### src/rtl/icache_refill_ctrl_pkg.sv
// Shared I-cache definitions: refill FSM encodings and default geometry.
package riscv_cache_pkg;

  localparam int ADDR_W      = 8;
  localparam int DATA_W      = 32;
  localparam int LINE_WORDS  = 4;
  localparam int LINE_OFF_W  = $clog2(LINE_WORDS);
  localparam int MEM_LATENCY = 2;
  localparam int CNT_W       = 16;

  typedef enum logic [1:0] {
    ST_IDLE = 2'd0,
    ST_WAIT = 2'd1,
    ST_DONE = 2'd2
  } refill_state_e;

endpackage

### src/rtl/icache_refill_ctrl_if.sv
// Bundle between fetch stage / I-cache / instruction ROM and the refill controller.
interface icache_refill_ctrl_if #(
  parameter int ADDR_W = riscv_cache_pkg::ADDR_W,
  parameter int DATA_W = riscv_cache_pkg::DATA_W,
  parameter int OFF_W  = riscv_cache_pkg::LINE_OFF_W,
  parameter int CNT_W  = riscv_cache_pkg::CNT_W
);

  logic              miss_valid;
  logic [ADDR_W-1:0] miss_addr;
  logic              miss_ready;
  logic              flush;
  logic [ADDR_W-1:0] mem_addr;
  logic [DATA_W-1:0] mem_rdata;
  logic              fill_we;
  logic [OFF_W-1:0]  fill_word_idx;
  logic [DATA_W-1:0] fill_data;
  logic              fill_tag_we;
  logic              fill_done;
  logic              stall;
  logic [CNT_W-1:0]  refill_cnt;

  // Fetch stage, ROM and cache array side
  modport master (
    output miss_valid, miss_addr, flush, mem_rdata,
    input  miss_ready, mem_addr, fill_we, fill_word_idx, fill_data,
           fill_tag_we, fill_done, stall, refill_cnt
  );

  // Refill controller side
  modport slave (
    input  miss_valid, miss_addr, flush, mem_rdata,
    output miss_ready, mem_addr, fill_we, fill_word_idx, fill_data,
           fill_tag_we, fill_done, stall, refill_cnt
  );

endinterface

### src/rtl/icache_refill_ctrl_sat_counter.sv
// Saturating event counter: increments on inc, sticks at all-ones.
module sat_counter #(
  parameter int W = 16
) (
  input  logic         clk,
  input  logic         rst_n,
  input  logic         inc,
  output logic [W-1:0] count
);

  logic [W-1:0] count_r;

  // Count events, holding once the counter is full
  always_ff @(posedge clk or negedge rst_n) begin
    if (!rst_n) begin
      count_r <= {W{1'b0}};
    end else if (inc && (count_r != {W{1'b1}})) begin
      count_r <= count_r + {{(W-1){1'b0}}, 1'b1};
    end else begin
      count_r <= count_r;
    end
  end

  assign count = count_r;

endmodule

### src/rtl/icache_refill_ctrl.sv
// I-cache line refill sequencer: on a fetch miss reads a whole line from the
// slow instruction ROM word by word, streams it into the data array, then
// writes the tag. The fetch stage is stalled while a refill is in flight.
module icache_refill_ctrl #(
  parameter int ADDR_W      = riscv_cache_pkg::ADDR_W,
  parameter int DATA_W      = riscv_cache_pkg::DATA_W,
  parameter int LINE_WORDS  = riscv_cache_pkg::LINE_WORDS,
  parameter int MEM_LATENCY = riscv_cache_pkg::MEM_LATENCY,
  parameter int CNT_W       = riscv_cache_pkg::CNT_W
) (
  input logic                 clk,
  input logic                 rst_n,
  icache_refill_ctrl_if.slave bus
);

  import riscv_cache_pkg::*;

  localparam int OFF_W  = $clog2(LINE_WORDS);
  localparam int WAIT_W = (MEM_LATENCY > 0) ? $clog2(MEM_LATENCY + 1) : 1;
  localparam logic [OFF_W-1:0]  LAST_IDX  = OFF_W'(LINE_WORDS - 1);
  localparam logic [WAIT_W-1:0] WAIT_INIT = WAIT_W'(MEM_LATENCY);
  localparam logic [ADDR_W-1:0] OFF_MASK  = ADDR_W'(LINE_WORDS - 1);

  refill_state_e     state_r;
  logic [ADDR_W-1:0] base_r;
  logic [OFF_W-1:0]  word_cnt_r;
  logic [WAIT_W-1:0] wait_cnt_r;
  logic [ADDR_W-1:0] mem_addr_r;
  logic [DATA_W-1:0] fill_data_r;
  logic [OFF_W-1:0]  fill_idx_r;
  logic              fill_we_r;
  logic              done_r;
  logic [ADDR_W-1:0] line_base_s;
  logic [ADDR_W-1:0] next_addr_s;
  logic [CNT_W-1:0]  cnt_s;

  // Line-aligned base of the missing address, and the next word inside the line.
  // The word counter only advances below the last index, so the OR never leaves the line.
  assign line_base_s = bus.miss_addr & ~OFF_MASK;
  assign next_addr_s = base_r | ADDR_W'(word_cnt_r + OFF_W'(1));

  // Refill FSM with wait/word counters; flush aborts from any state
  always_ff @(posedge clk or negedge rst_n) begin
    if (!rst_n) begin
      state_r     <= ST_IDLE;
      base_r      <= {ADDR_W{1'b0}};
      word_cnt_r  <= {OFF_W{1'b0}};
      wait_cnt_r  <= {WAIT_W{1'b0}};
      mem_addr_r  <= {ADDR_W{1'b0}};
      fill_data_r <= {DATA_W{1'b0}};
      fill_idx_r  <= {OFF_W{1'b0}};
      fill_we_r   <= 1'b0;
      done_r      <= 1'b0;
    end else begin
      fill_we_r <= 1'b0;
      done_r    <= 1'b0;
      if (bus.flush) begin
        state_r <= ST_IDLE;
      end else begin
        case (state_r)
          ST_IDLE: begin
            if (bus.miss_valid) begin
              base_r     <= line_base_s;
              mem_addr_r <= line_base_s;
              word_cnt_r <= {OFF_W{1'b0}};
              wait_cnt_r <= WAIT_INIT;
              state_r    <= ST_WAIT;
            end
          end
          ST_WAIT: begin
            if (wait_cnt_r != {WAIT_W{1'b0}}) begin
              wait_cnt_r <= wait_cnt_r - WAIT_W'(1);
            end else begin
              fill_data_r <= bus.mem_rdata;
              fill_idx_r  <= word_cnt_r;
              fill_we_r   <= 1'b1;
              if (word_cnt_r == LAST_IDX) begin
                done_r  <= 1'b1;
                state_r <= ST_DONE;
              end else begin
                word_cnt_r <= word_cnt_r + OFF_W'(1);
                wait_cnt_r <= WAIT_INIT;
                mem_addr_r <= next_addr_s;
              end
            end
          end
          ST_DONE: begin
            state_r <= ST_IDLE;
          end
          default: begin
            state_r <= ST_IDLE;
          end
        endcase
      end
    end
  end

  // Completed-line counter; a line only reaches DONE if it was never flushed
  sat_counter #(.W(CNT_W)) u_refill_cnt (
    .clk   (clk),
    .rst_n (rst_n),
    .inc   (state_r == ST_DONE),
    .count (cnt_s)
  );

  // Handshake and stall are combinational so the PC freezes in the miss cycle itself
  assign bus.miss_ready    = (state_r == ST_IDLE) & ~bus.flush;
  assign bus.stall         = (state_r != ST_IDLE) | ((state_r == ST_IDLE) & bus.miss_valid);
  assign bus.mem_addr      = mem_addr_r;
  assign bus.fill_we       = fill_we_r;
  assign bus.fill_word_idx = fill_idx_r;
  assign bus.fill_data     = fill_data_r;
  assign bus.fill_tag_we   = done_r;
  assign bus.fill_done     = done_r;
  assign bus.refill_cnt    = cnt_s;

endmodule
### src/flat_wrapper.sv
// flat-port wrapper written by rule: the top's interface ports become plain ports
module icache_refill_ctrl_flat import riscv_cache_pkg::*;
#(
  parameter int ADDR_W      = riscv_cache_pkg::ADDR_W,
  parameter int DATA_W      = riscv_cache_pkg::DATA_W,
  parameter int LINE_WORDS  = riscv_cache_pkg::LINE_WORDS,
  parameter int MEM_LATENCY = riscv_cache_pkg::MEM_LATENCY,
  parameter int CNT_W       = riscv_cache_pkg::CNT_W
)
  (clk, rst_n, bus_miss_valid, bus_miss_addr, bus_flush, bus_mem_rdata, bus_miss_ready, bus_mem_addr, bus_fill_we, bus_fill_word_idx, bus_fill_data, bus_fill_tag_we, bus_fill_done, bus_stall, bus_refill_cnt);
  icache_refill_ctrl_if #(.ADDR_W(ADDR_W), .DATA_W(DATA_W), .CNT_W(CNT_W)) bus_i ();
  input logic clk;
  input logic rst_n;
  input wire logic [$bits(bus_i.miss_valid)-1:0] bus_miss_valid;
  input wire logic [$bits(bus_i.miss_addr)-1:0] bus_miss_addr;
  input wire logic [$bits(bus_i.flush)-1:0] bus_flush;
  input wire logic [$bits(bus_i.mem_rdata)-1:0] bus_mem_rdata;
  output wire logic [$bits(bus_i.miss_ready)-1:0] bus_miss_ready;
  output wire logic [$bits(bus_i.mem_addr)-1:0] bus_mem_addr;
  output wire logic [$bits(bus_i.fill_we)-1:0] bus_fill_we;
  output wire logic [$bits(bus_i.fill_word_idx)-1:0] bus_fill_word_idx;
  output wire logic [$bits(bus_i.fill_data)-1:0] bus_fill_data;
  output wire logic [$bits(bus_i.fill_tag_we)-1:0] bus_fill_tag_we;
  output wire logic [$bits(bus_i.fill_done)-1:0] bus_fill_done;
  output wire logic [$bits(bus_i.stall)-1:0] bus_stall;
  output wire logic [$bits(bus_i.refill_cnt)-1:0] bus_refill_cnt;
  assign bus_i.miss_valid = bus_miss_valid;
  assign bus_i.miss_addr = bus_miss_addr;
  assign bus_i.flush = bus_flush;
  assign bus_i.mem_rdata = bus_mem_rdata;
  assign bus_miss_ready = bus_i.miss_ready;
  assign bus_mem_addr = bus_i.mem_addr;
  assign bus_fill_we = bus_i.fill_we;
  assign bus_fill_word_idx = bus_i.fill_word_idx;
  assign bus_fill_data = bus_i.fill_data;
  assign bus_fill_tag_we = bus_i.fill_tag_we;
  assign bus_fill_done = bus_i.fill_done;
  assign bus_stall = bus_i.stall;
  assign bus_refill_cnt = bus_i.refill_cnt;
  icache_refill_ctrl #(.ADDR_W(ADDR_W), .DATA_W(DATA_W), .LINE_WORDS(LINE_WORDS), .MEM_LATENCY(MEM_LATENCY), .CNT_W(CNT_W)) u_core (.clk(clk), .rst_n(rst_n), .bus(bus_i));
endmodule
### config.mk
export PLATFORM = sky130hd
export DESIGN_NAME = icache_refill_ctrl_flat
export DESIGN_NICKNAME = d
export VERILOG_FILES = /design/src/rtl/icache_refill_ctrl_pkg.sv /design/src/rtl/icache_refill_ctrl_if.sv /design/src/rtl/icache_refill_ctrl_sat_counter.sv /design/src/rtl/icache_refill_ctrl.sv /design/src/flat_wrapper.sv
export SDC_FILE = /design/constraint.sdc
export NUM_CORES = 1
export LEC_CHECK = 0
export ABC_AREA = 1
export BUFFER_PORTS_ARGS = -buffer_cell sky130_fd_sc_hd__buf_2
export CORE_MARGIN = 2
export CORE_UTILIZATION = 40
export CTS_BUF_LIST = sky130_fd_sc_hd__clkbuf_16
export DETAILED_ROUTE_END_ITERATION = 8
export HOLD_SLACK_MARGIN = 0.12
export PLACE_DENSITY_LB_ADDON = 0.12
export SLEW_MARGIN = 30
export SYNTH_ARGS = -nofsm -noshare
export SYNTH_HDL_FRONTEND = slang
export SYNTH_HIERARCHICAL = 1
export SYNTH_SLANG_ARGS = --single-unit
### constraint.sdc
create_clock -name clk -period 1.94 [get_ports clk]
set_input_delay 0.388 -clock clk [delete_from_list [all_inputs] [get_ports clk]]
set_output_delay 0.388 -clock clk [all_outputs]
set_load 0.02 [all_outputs]
==> flow_summary_export.csv, run 1 <==
group,metric,value,unit
place,hpwl,5300,um
worst_setup_path,crit_path_start,"u_core/state_r[0]",
yosys,synth_area_leaders,"dfrtp_1 (51%), nand2_1 (23%), nand3_1 (4.0%)",
timing,clock.fmax,553,MHz
finish,layout.nets,575,
floorplanning,row_count,33,
power_and_ir_drop,switching_share,35.8,%
worst_setup_path,startpoint_type,"flip-flop",
worst_setup_path,rr_startpoint,"u_core/u_refill_cnt/count[1]",
floorplanning,core,8260,um2
yosys,synth_cells,415,
detailed_routing,drc,0,
run_status,status,"complete, no violations",
timing,hold_viol,0,
power_and_ir_drop,p_per_area,1250,nW/um2
clocking,clk_latency,0.32,ns
timing,period_share,93.2,%
floorplanning,die_w,96.4,um
worst_setup_path,worst-setup-path-type,"flip-flop to output port",
detailed_routing,wl_met2,3570,um
yosys,synth-async-reset-ratio,100,%
yosys,synth_area,3410,um2
detailed_routing,detail_route.iter0.violations,109,
clocking,cts_setup_buffers,0,
yosys,synth_top_area_share,51.3,%
clocking,clkSlewWorstSetupHoldPaths,0.06,ns
power_and_ir_drop,peakVddDrop,0.000589,V
finish,antenna_cells,0,
global_routing,grt_pass1_wl,12200,um
detailed_routing,vias_per_cell,4.64,
power_and_ir_drop,power.total,5410,uW
global_routing,antenna_found_initial,0,
detailed_routing,antenna_left,0,
min_path,hold_path_class,"input pin to flip-flop",
detailed_routing,wl,7670,um
global_routing,grtUsageTotal,17.1,%
clocking,cts_root_buf,"clkbuf_16",
yosys,synth.distinct_cells,29,
clocking,cts_made_buffers,9,
timing,fin_skew,0.00639,ns
timing,setup_violations,0,
flow_run,drv_cap,0,
place,gp_congestion,0.773,
yosys,avgSynthCellArea,8.22,um2
timing,tightest_slew,0.413,ns
detailed_routing,wl_met1,3580,um
timing,relSlewSlack,72.4,%
worst_setup_path,endpoint_kind,"output port",
yosys,synth_most_common_cell,"nand2_1",
detailed_routing,wl_per_cell,12.1,um
detailed_routing,drt_pass1_iterations,4,
power_and_ir_drop,power_frac_comb,31.4,%
timing,min_period,1.81,ns
power_and_ir_drop,p_seq_share,39.4,%
global_routing,first_global_vias,2606,
detailed_routing,vias,2952,
clocking,clock_path_buffers,2,
clocking,cts.sinks,70,
finish,drive_gt1_share,30.3,%
worst_setup_path,crit_required,1.55,ns
yosys,synth_fp_nets,463,
floorplanning,die_area,9290,um2
clocking,cts_tree,"yes",
power_and_ir_drop,switching_power,1940,uW
min_path,hp-start,"bus_mem_rdata[17]",
worst_setup_path,cp.arrival,1.42,ns
yosys,ys_seq_elements,70,
worst_setup_path,critical_path_peak_fanout,8,
global_routing,gr-total-overflow,0,
yosys,yosysWarnings,6,
finish,area_growth,26.5,%
yosys,yosysSeqAreaShare,51.3,%
detailed_routing,routed-wl-met3,421,um
yosys,netlist_top_cells_count,"nand2_1 (207), dfrtp_1 (70), nand3_1 (27)",
floorplanning,die_y,96.4,um
worst_setup_path,rr_worst_depth,7,
yosys,synth_edf_count,0,
floorplanning,ios,107,
timing,slew_viol_final,0,
floorplanning,initial_core_util,41.3,%
min_path,hold_depth,3,
power_and_ir_drop,power_leakage,0.00238,uW
timing,rsz0062_at_grt,"false",
detailed_routing,top_layer,"met4",
power_and_ir_drop,clkPwrFrac,29.2,%
yosys,synth_ff_type,"dfrtp_1",
global_routing,grt_max_degree,71,
timing,fin_setup_tns,0,ns
place,portBuffers,104,
clocking,htree_num_levels,3,
power_and_ir_drop,intPower,3480,uW
yosys,synth_area_leader_cell,"dfrtp_1",
[kinds of logic (layout without fill, tap and decap cells)]
group	after synthesis	count (layout)	synth area share, %
AND/OR/NAND/NOR	289	289	37.2
flip-flops	70	70	51.3
buffers and inverters	34	150	6.08
AO/OA/AOI/OAI	12	12	2.42
XOR/XNOR	6	6	1.54
adder cells (fa/ha/maj)	4	4	1.47
[registers in the layout, indices dropped and copies added (netlist names)]
name / count
u_core/u_refill_cnt/count: 16
u_core/bus.fill_word_idx: 2
u_core/bus.mem_addr: 8
u_core/wait_cnt_r: 2
u_core/bus.fill_data: 32
u_core/bus.fill_we: 1
u_core/bus.fill_done: 1
u_core/base_r: 6
u_core/state_r: 2
[cells in the final DEF (no fill, tap or decap), types with 5 or more instances in the layout]
cell,n
nor2_4,5
buf_2,104
buf_4,6
xnor2_1,5
nand2_2,13
nand4_1,5
clkbuf_16,9
dfrtp_1,69
inv_1,20
nand3_1,27
nand2_1,207
o21ai_0,7
nor2_1,22
[stage by stage]
step                instances  cell area, um2  worst slack (ns)  util, %  hold slack [ns]
floorplan                 415            3410             0.318        -           0.0924
detailed placement        620            4020             0.320     48.7            0.448
finish                    636            4320             0.131     52.3            0.257
CTS                       636            4320            0.0597     52.3            0.246
global placement          620            4020             0.343     48.7            0.449
global route              636            4320            0.0518     52.3            0.255
[worst paths after layout]
| path | to | slack [ns] |
|---|---|---|
| max | bus_stall | 0.13 |
| min | u_core/bus.fill_data[17] | 0.26 |
| max reg2reg | u_core/u_refill_cnt/count[7] | 0.31 |
| min reg2reg | u_core/bus.mem_addr[5] | 0.47 |
| max in group asynchronous | u_core/state_r[0] | 1.00 |
| min in group asynchronous | u_core/u_refill_cnt/count[11] | 0.62 |
[area by class of cell]
class,count,area (um2)
inverter,23,96.3
timing repair buffer,112,596
clock buffer,9,225
fill,831,3940
multi-input combinational,311,1450
sequential,70,1750
clock inverter,6,63.8
tap,105,131
[critical path, stage by stage (launching register included)]
cell	delay (ns)
dfrtp_2	0.48
buf_4	0.18
nor2_2	0.19
nand2_1	0.08
buf_2	0.16
[timing repair]
item / 4_1_cts / 5_1_grt
resized for setup: 0 / 1
hold buffers: 1 / 0
setup endpoints to repair: 0 / 1
hold endpoints to repair: 70 / 0
[per-layer routing]
layer  vias to the layer above  track usage [%]
li1                       1511                -
met1                      1353             22.8
met2                        79             27.1
met3                         9             3.72
met4                         0             6.69
met5                         -                0
[power groups by stage]
stage	registers [uW]	logic (uW)	clock network [uW]
finish	2130	1700	1580
global route	2200	1910	1690
detailed placement	2150	1720	0
global placement	2150	1700	0
floorplan	2670	564	0
CTS	2140	1730	1630
No activity file was read; power rests on OpenSTA's default activity.
==> inputs of run 2 (changes only) <==
--- a/config.mk
+++ b/config.mk
@@ -6,13 +6,15 @@
 export NUM_CORES = 1
 export LEC_CHECK = 0
 export ABC_AREA = 1
+export ABC_CLOCK_PERIOD_IN_PS = 1940
 export BUFFER_PORTS_ARGS = -buffer_cell sky130_fd_sc_hd__buf_2
-export CORE_MARGIN = 2
+export CORE_MARGIN = 3
 export CORE_UTILIZATION = 40
 export CTS_BUF_LIST = sky130_fd_sc_hd__clkbuf_16
 export DETAILED_ROUTE_END_ITERATION = 8
 export HOLD_SLACK_MARGIN = 0.12
 export PLACE_DENSITY_LB_ADDON = 0.12
+export RECOVER_POWER = 100
 export SLEW_MARGIN = 30
 export SYNTH_ARGS = -nofsm -noshare
 export SYNTH_HDL_FRONTEND = slang
==> flow_summary_export.csv, run 2 (same netlist as run 1, synthesis figures left out) <==
group,metric,value,unit
flow_run,drv_cap,0,
clocking,clkSlewWorstSetupHoldPaths,0.06,ns
clocking,clk_latency,0.33,ns
detailed_routing,antenna_left,0,
finish,final_cells,636,
place,hpwl,5630,um
finish,multi_input_area,1390,um2
timing,rsz0062_at_grt,"false",
worst_setup_path,startpoint_type,"flip-flop",
worst_setup_path,crit_family,"buffers and inverters",
floorplanning,die_y,98.4,um
clocking,htree_num_levels,3,
min_path,hp-start,"bus_mem_rdata[29]",
finish,largest_register_ffs,32,
finish,layout.nets,575,
global_routing,antenna_found_initial,0,
min_path,min_to,"u_core/bus.fill_data[29]",
power_and_ir_drop,p_per_area,1270,nW/um2
timing,fin_skew,0.00992,ns
power_and_ir_drop,peakVddDrop,0.000630,V
global_routing,first_global_vias,2770,
place,gp_congestion,0.789,
timing,relSlewSlack,35.4,%
clocking,cts_made_buffers,9,
finish,regArea,1750,um2
global_routing,gr-total-overflow,0,
worst_setup_path,crit_required,1.55,ns
place,portBuffers,104,
timing,holdWs,0.256,ns
timing,min_period,1.80,ns
global_routing,grtUsageTotal,16.7,%
clocking,cts_setup_buffers,0,
floorplanning,core,8260,um2
floorplanning,die_w,98.4,um
worst_setup_path,rr_worst_depth,7,
global_routing,grt_max_degree,71,
worst_setup_path,crit_buf_inv,2,
detailed_routing,wl,7960,um
run_status,status,"complete, no violations",
place,placed_cells,620,
timing,period_share,92.6,%
power_and_ir_drop,power_leakage,0.00214,uW
worst_setup_path,rrSetupSlack,0.18,ns
worst_setup_path,worst-setup-path-type,"flip-flop to output port",
min_path,hold_depth,3,
detailed_routing,detail_route.iter0.violations,132,
timing,tightest_slew,0.969,ns
worst_setup_path,slowest_stage,"dfrtp_1",
worst_setup_path,rr_endpoint,"u_core/bus.mem_addr[7]",
clocking,cts_tree,"yes",
min_path,hold_path_class,"input pin to flip-flop",
floorplanning,initial_core_util,41.3,%
finish,final_cell_mix,"nand2_1 (217), dfrtp_1 (70), clkbuf_1 (63), buf_2 (41), nand3_1 (27)",
floorplanning,ios,107,
worst_setup_path,cp.arrival,1.41,ns
detailed_routing,drt_pass1_iterations,4,
worst_setup_path,path_cells,"buf_4 > nor3_1 > clkbuf_1",
worst_setup_path,critical_path_peak_fanout,7,
detailed_routing,wl_per_cell,12.5,um
finish,drive_gt1_share,14.9,%
finish,fillers,822,
timing,slew_viol_final,0,
global_routing,grt_pass1_wl,13200,um
clocking,cts_root_buf,"clkbuf_16",
timing,hold_viol,0,
detailed_routing,drc,0,
worst_setup_path,critPathMaxStageDelay,0.43,ns
detailed_routing,vias,2922,
timing,clock.fmax,557,MHz
finish,final_common_cell,"nand2_1",
timing,setup_violations,0,
worst_setup_path,rr_startpoint,"u_core/bus.mem_addr[0]",
floorplanning,die_area,9680,um2
detailed_routing,vias_per_cell,4.59,
floorplanning,row_count,33,
clocking,clock_path_buffers,2,
worst_setup_path,endpoint_kind,"output port",
finish,area_growth,22.1,%
finish,antenna_cells,0,
timing,fin_setup_tns,0,ns
clocking,cts.sinks,70,
[run 2: changes by cell type in the layout (fill, tap and decap cells not counted), moves of 2 or more]
cell and change:
buf_2 -63, clkinvlp_4 -2, nor2_1 +2, clkbuf_1 +63, nor2_4 -2, o21ai_2 -2
o21ai_0 +2, inv_1 +2, clkinv_4 +2, nand2_2 -9, nand2_1 +10
[run 2: metrics by stage]
step                      instance area [um2]  total power [uW]  setup WS, ns  utilization [%]
after global routing                     4170              5640        0.0303             50.5
after floorplan                          3410              3230         0.318                -
after global placement                   4020              3840         0.369             48.7
final                                    4170              5310         0.144             50.5
after detailed placement                 4020              3890         0.331             48.7
after CTS                                4320              5510         0.133             52.3
[run 2: cell type report]
cell class,instances,area share (%)
clock buffer,9,5.40
timing repair buffer,112,12.1
multi-input combinational,311,33.4
clock inverter,6,1.56
tap,105,3.15
sequential,70,42.0
inverter,23,2.31
[run 2: worst max path at each step]
stage,to,from,cells past startpoint,slack (ns)
4_1_cts,bus_stall,u_core/state_r[0],4,0.13
3_3_place_gp,u_core/u_refill_cnt/count[9],u_core/u_refill_cnt/count[0],7,0.37
2_1_floorplan,bus_miss_ready,u_core/state_r[0],2,0.32
3_5_place_dp,u_core/u_refill_cnt/count[9],u_core/u_refill_cnt/count[0],7,0.33
6_report,bus_miss_ready,u_core/state_r[0],3,0.14
5_1_grt,u_core/bus.mem_addr[7],u_core/bus.mem_addr[0],7,0.03
[run 2: what timing repair did]
action / in CTS / in global routing
hold buffers: 1 / 0
endpoints found under the hold margin: 70 / 0
endpoints found under the setup margin: 0 / 0
resized for setup: 0 / 0
[run 2: worst register-to-register path, cell delays in order (launching register included)]
cell     delay, ns
dfrtp_1       0.43
ha_1          0.24
inv_1         0.13
nand2_1       0.07
a21oi_1       0.43
buf_4         0.23
nand3_1       0.08
nand2_1       0.10
[run 2: power breakdown]
group | internal [uW] | switching (uW)
Combinational | 458 | 1110
Clock | 986 | 597
Sequential | 1910 | 250
[run 2: per-layer routing]
layer	global-route usage [%]	wire, um
met4	6.30	74
met3	3.21	354
met5	0	0
met2	26.9	3860
met1	22.3	3670
